**src/rtl/telem_ft_framer.sv**
```systemverilog
// Packet-to-FT245 framer: queues 88-bit telemetry packets and emits each one as
// eight 16-bit words on the ft user write port, honouring ui_din_full backpressure.
module telem_ft_framer #(
  parameter int unsigned PKT_DEPTH = 4,
  parameter logic [7:0]  MARK      = 8'h7C,
  parameter logic [15:0] SYNC0     = 16'hF00D,
  parameter logic [15:0] SYNC1     = 16'hC0DE,
  parameter logic [15:0] IDLE_WORD = 16'h00BC
) (
  input  logic                         clk_128M,
  input  logic                         rst_n,
  input  logic [87:0]                  packet_data,
  input  logic                         packet_valid,
  output logic [15:0]                  ui_din,
  output logic [1:0]                   ui_din_be,
  output logic                         ui_din_valid,
  input  logic                         ui_din_full,
  output logic [$clog2(PKT_DEPTH):0]   fifo_level,
  output logic                         busy,
  output logic [15:0]                  drop_count
);

  localparam int unsigned AW = $clog2(PKT_DEPTH);
  localparam int unsigned LW = AW + 1;

  typedef enum logic {IDLE, SEND} state_t;

  logic [87:0]   mem_q [PKT_DEPTH];
  logic [AW-1:0] wr_ptr_q, rd_ptr_q;
  logic [LW-1:0] level_q;
  logic [15:0]   drop_q;

  state_t        state_q;
  logic [2:0]    idx_q;
  logic [87:0]   frame_q;
  logic [15:0]   din_q;
  logic          valid_q;

  logic          fifo_full, fifo_empty, xfer, push, pop;
  logic [87:0]   head;

  function automatic logic [15:0] frame_word(input logic [87:0] d, input logic [2:0] i);
    case (i)
      3'd0:    frame_word = d[15:0];
      3'd1:    frame_word = d[31:16];
      3'd2:    frame_word = d[47:32];
      3'd3:    frame_word = d[63:48];
      3'd4:    frame_word = d[79:64];
      3'd5:    frame_word = {MARK, d[87:80]};
      3'd6:    frame_word = SYNC0;
      default: frame_word = SYNC1;
    endcase
  endfunction

  // Full/empty come from the registered level, so a same-cycle pop never admits a push
  // and a same-cycle push is never popped before it is visible.
  always_comb begin
    fifo_full  = (level_q == LW'(PKT_DEPTH));
    fifo_empty = (level_q == '0);
    xfer       = valid_q && !ui_din_full;
    push       = packet_valid && !fifo_full;
    pop        = !fifo_empty && ((state_q == IDLE) || (xfer && idx_q == 3'd7));
    head       = mem_q[rd_ptr_q];
  end

  always_ff @(posedge clk_128M) begin
    if (push) mem_q[wr_ptr_q] <= packet_data;
  end

  always_ff @(posedge clk_128M) begin
    if (!rst_n) begin
      wr_ptr_q <= '0;
      rd_ptr_q <= '0;
      level_q  <= '0;
      drop_q   <= '0;
    end else begin
      if (push) wr_ptr_q <= wr_ptr_q + 1'b1;
      if (pop)  rd_ptr_q <= rd_ptr_q + 1'b1;
      case ({push, pop})
        2'b10:   level_q <= level_q + 1'b1;
        2'b01:   level_q <= level_q - 1'b1;
        default: level_q <= level_q;
      endcase
      if (packet_valid && fifo_full && drop_q != '1) drop_q <= drop_q + 1'b1;
    end
  end

  always_ff @(posedge clk_128M) begin
    if (!rst_n) begin
      state_q <= IDLE;
      idx_q   <= '0;
      frame_q <= '0;
      din_q   <= IDLE_WORD;
      valid_q <= 1'b0;
    end else begin
      case (state_q)
        IDLE: begin
          if (pop) begin
            frame_q <= head;
            idx_q   <= '0;
            din_q   <= frame_word(head, 3'd0);
            valid_q <= 1'b1;
            state_q <= SEND;
          end
        end
        SEND: begin
          if (xfer) begin
            if (idx_q != 3'd7) begin
              idx_q <= idx_q + 3'd1;
              din_q <= frame_word(frame_q, idx_q + 3'd1);
            end else if (pop) begin
              frame_q <= head;
              idx_q   <= '0;
              din_q   <= frame_word(head, 3'd0);
            end else begin
              idx_q   <= '0;
              din_q   <= IDLE_WORD;
              valid_q <= 1'b0;
              state_q <= IDLE;
            end
          end
        end
        default: state_q <= IDLE;
      endcase
    end
  end

  assign ui_din       = din_q;
  assign ui_din_be    = 2'b11;
  assign ui_din_valid = valid_q;
  assign fifo_level   = level_q;
  assign busy         = (state_q == SEND);
  assign drop_count   = drop_q;

endmodule

```
**config.mk**
```make
export PLATFORM = sky130hd
export DESIGN_NAME = telem_ft_framer
export DESIGN_NICKNAME = d
export VERILOG_FILES = /design/src/rtl/telem_ft_framer.sv
export SDC_FILE = /design/constraint.sdc
export NUM_CORES = 1
export LEC_CHECK = 0
export ABC_CLOCK_PERIOD_IN_PS = 6880
export CAP_MARGIN = 20
export CORE_MARGIN = 2
export CORE_UTILIZATION = 40
export DETAILED_ROUTE_END_ITERATION = 12
export HOLD_SLACK_MARGIN = 0.05
export PLACE_DENSITY = 0.58
export SLEW_MARGIN = 10
export SYNTH_ARGS = -nofsm -noshare
export SYNTH_HDL_FRONTEND = slang
export SYNTH_SLANG_ARGS = --single-unit
```
**constraint.sdc**
```tcl
create_clock -name clk_128M -period 6.88 [get_ports clk_128M]
set_clock_uncertainty 0.05 [all_clocks]
set_input_delay 1.376 -clock clk_128M [delete_from_list [all_inputs] [get_ports clk_128M]]
set_output_delay 1.376 -clock clk_128M [all_outputs]
set_load 0.02 [all_outputs]
```
==> impl_metrics.yaml <==
outcome:
  outcome: "finished, violations left"
  violations: "design-rule violations"
power_and_ir_drop:
  powerDensity_mw_per_mm2: 396
  leakagePower_uw: 0.00720
  report.power.total_uw: 8840
  peakVddDrop_v: 0.000350
routing:
  routed.top_layer: "met4"
  viasPerCell: 5.34
  drc: 12
  route.vias.total: 10692
  ant_nets: 0
  detailedRoute.firstPassIterationCount: 9
  postRouteWirelength_um: 43000
  wl_per_cell_um: 21.5
  drtIter0Drc: 1004
  dr_wl_met2_um: 21000
  drt-met1-wl_um: 19300
  wl_met3_um: 1840
placement:
  place_ws_ns: 2.37
  place.gp.congestion: 0.838
  port_buffers: 128
  hpwl_um: 26600
clock_tree:
  cts.sinks: 486
  cts_tree: "done"
  postCtsSetupBuffers: 0
  cts-resized-gates: 0
  htreeDepth: 2
  numCtsBuffers: 50
  ctsHoldBuffers: 0
  clk_latency_ns: 0.59
  cts_root_buf: "clkbuf_16"
  cts.path.max_buffers: 3
  cts.clk_slew.worst_paths_ns: 0.06
sta:
  max_freq_mhz: 258
  tightest_slew_ns: 1.08
  layout_min_cycle_time_ns: 3.88
  rsz0062_at_grt: "no"
  hold_viol: 0
  setup_tns_ns: 0
  slew_headroom_pct: 27.8
  worst_slack_ns: 3.00
  finalMaxSlewViolations: 0
  post-route-period-util_pct: 56.4
  setup_viol: 0
critical_path:
  crit_arrival_ns: 4.34
  cp-end-kind: "flop"
  crit_required_ns: 7.33
  cp-endpoint: "fifo_level[2]"
  r2r_cells: 10
  cp-startpoint: "ui_din_full"
  ff2ff_setup_slack_ns: 3.50
  r2r-end: "fifo_level[2]"
  cp_max_fo: 91
  crit_path_start_kind: "primary input"
  r2r_start: "idx_q[2]"
  critPathKind: "primary input to flop"
worst_hold_path:
  hp-class: "flop to flop"
finish:
  n_antenna_cell: 0
  num-nets-final: 1457
  areaGrowthSynthToFinish_pct: 18.0
  drive_gt1_share_pct: 14.9
synth:
  synth_flop_cell: "edfxtp_1"
  yosys.area.top_type: "edfxtp_1"
  synth_top_area_share_pct: 55.9
  synth_cells: 1234
  synth_edf_count: 352
  synthTopCellsByCount: "352 x edfxtp_1, 203 x nand2_1, 134 x dfxtp_1"
  ys_types: 66
  synth_area_leaders: "edfxtp_1 56%, dfxtp_1 14%, mux4_2 10%, nand2_1 4.0%, a21oi_1 3.1%"
  yosys.cell_count.top_type: "edfxtp_1"
  synth_warnings: 0
  synthArstFlopShare_pct: 0
  yosysSeqAreaShare_pct: 70.1
  syn_avg_cell_area_um2: 15.3
  ys_seq_elements: 486
  netlist_area_mm2: 0.0189
die:
  initial_core_util_pct: 40.5
  die_w_um: 221
  boundaryPins: 131
  die_y_um: 221
  dieArea_mm2: 0.0490
  coreArea_mm2: 0.0467
  fp-row-count: 79
global_routing:
  grt_pass1_wl_um: 66000
  antenna_found_initial: 0
  grt-ovfl-total: 0
  grt_usage_pct: 17.5
  grt_max_degree: 97
  grt_pass1_vias: 10765
job:
  maxCapViolations: 0
-- per-stage QoR --
stage	cells	cell area, µm²	hold WS (ns)	util (%)
4_1_cts	2002	22300	0.402	47.8
3_3_place_gp	1908	20700	0.391	44.3
3_5_place_dp	1908	20700	0.393	44.3
6_report	2002	22300	0.403	47.8
5_1_grt	2002	22300	0.422	47.8
2_1_floorplan	1235	18900	0.382	-
-- metal layers --
metal  vias to the layer above  track usage (%)
met5                         -                0
met4                         0             4.56
met3                        57             3.19
met2                       241             28.9
met1                      5424             24.2
li1                       4970                -
-- sequential cells by signal (all words and copies together), names as in the netlist, named ones only --
signal	flops
mem_q	352
frame_q	88
drop_count	16
ui_din	16
fifo_level	3
idx_q	3
rd_ptr_q	2
wr_ptr_q	2
busy	1
ui_din_valid	1
-- cells in the final DEF, fill, tap and decap left out, types with 6 or more instances in the layout --
master / n
xnor2_1: 11
clkinv_1: 7
clkbuf_1: 10
nand4_1: 7
clkdlybuf4s50_1: 128
a22oi_1: 19
clkinv_2: 11
mux4_2: 88
buf_4: 15
mux2i_1: 8
nor2_1: 38
and3_1: 6
a21oi_1: 119
ha_1: 11
a31oi_1: 8
a221oi_1: 11
nand3_1: 11
a222oi_1: 7
clkbuf_16: 51
edfxtp_1: 352
inv_1: 12
o21ai_0: 20
nand2_1: 203
dfxtp_1: 132
-- kinds of logic after synthesis --
logic type | Yosys count | synth area share, %
xor gates and xnor gates | 17 | 0.926
muxes | 97 | 11.0
AOI/OAI and AO/OA | 227 | 7.43
buffers and inverters | 91 | 2.55
other | 1 | 0.0198
and+or+nand+nor | 303 | 7.22
DFF | 486 | 70.1
adders and majority gates | 12 | 0.833
-- worst max-delay path, cell delays in order --
cell             delay [ns]
clkdlybuf4s50_1        0.45
nand4b_1               0.23
nand2_1                0.16
nand2b_2               0.10
inv_4                  0.65
ha_1                   0.33
inv_1                  0.07
fa_1                   0.37
xor2_1                 0.16
or3_1                  0.30
a21oi_1                0.14
-- where the power goes --
| group | leakage, µW | internal, µW | switching (µW) | total (µW) |
|---|---|---|---|---|
| Sequential | 0.00433 | 3680 | 310 | 3990 |
| Combinational | 0.00206 | 850 | 1300 | 2150 |
| Clock | 0.000808 | 1580 | 1130 | 2710 |
-- area by class of cell --
type	count	area, µm²
Clock inverter	30	307
Inverter	14	56.3
Fill cell	4048	24300
Clock buffer	64	1340
Multi-Input combinational cell	658	5200
Sequential cell	486	13300
Timing Repair Buffer	143	1390
Tap cell	607	759
-- worst min path at each step --
stage	from	endpoint	slack (ns)	cells past startpoint
5_1_grt	frame_q[15]	frame_q[15]	0.42	2
6_report	frame_q[34]	frame_q[34]	0.40	2
4_1_cts	frame_q[34]	frame_q[34]	0.40	2
3_5_place_dp	frame_q[79]	frame_q[79]	0.39	2
3_3_place_gp	frame_q[79]	frame_q[79]	0.39	2
2_1_floorplan	frame_q[79]	frame_q[79]	0.38	2
No activity file was read; power rests on OpenSTA's default activity.
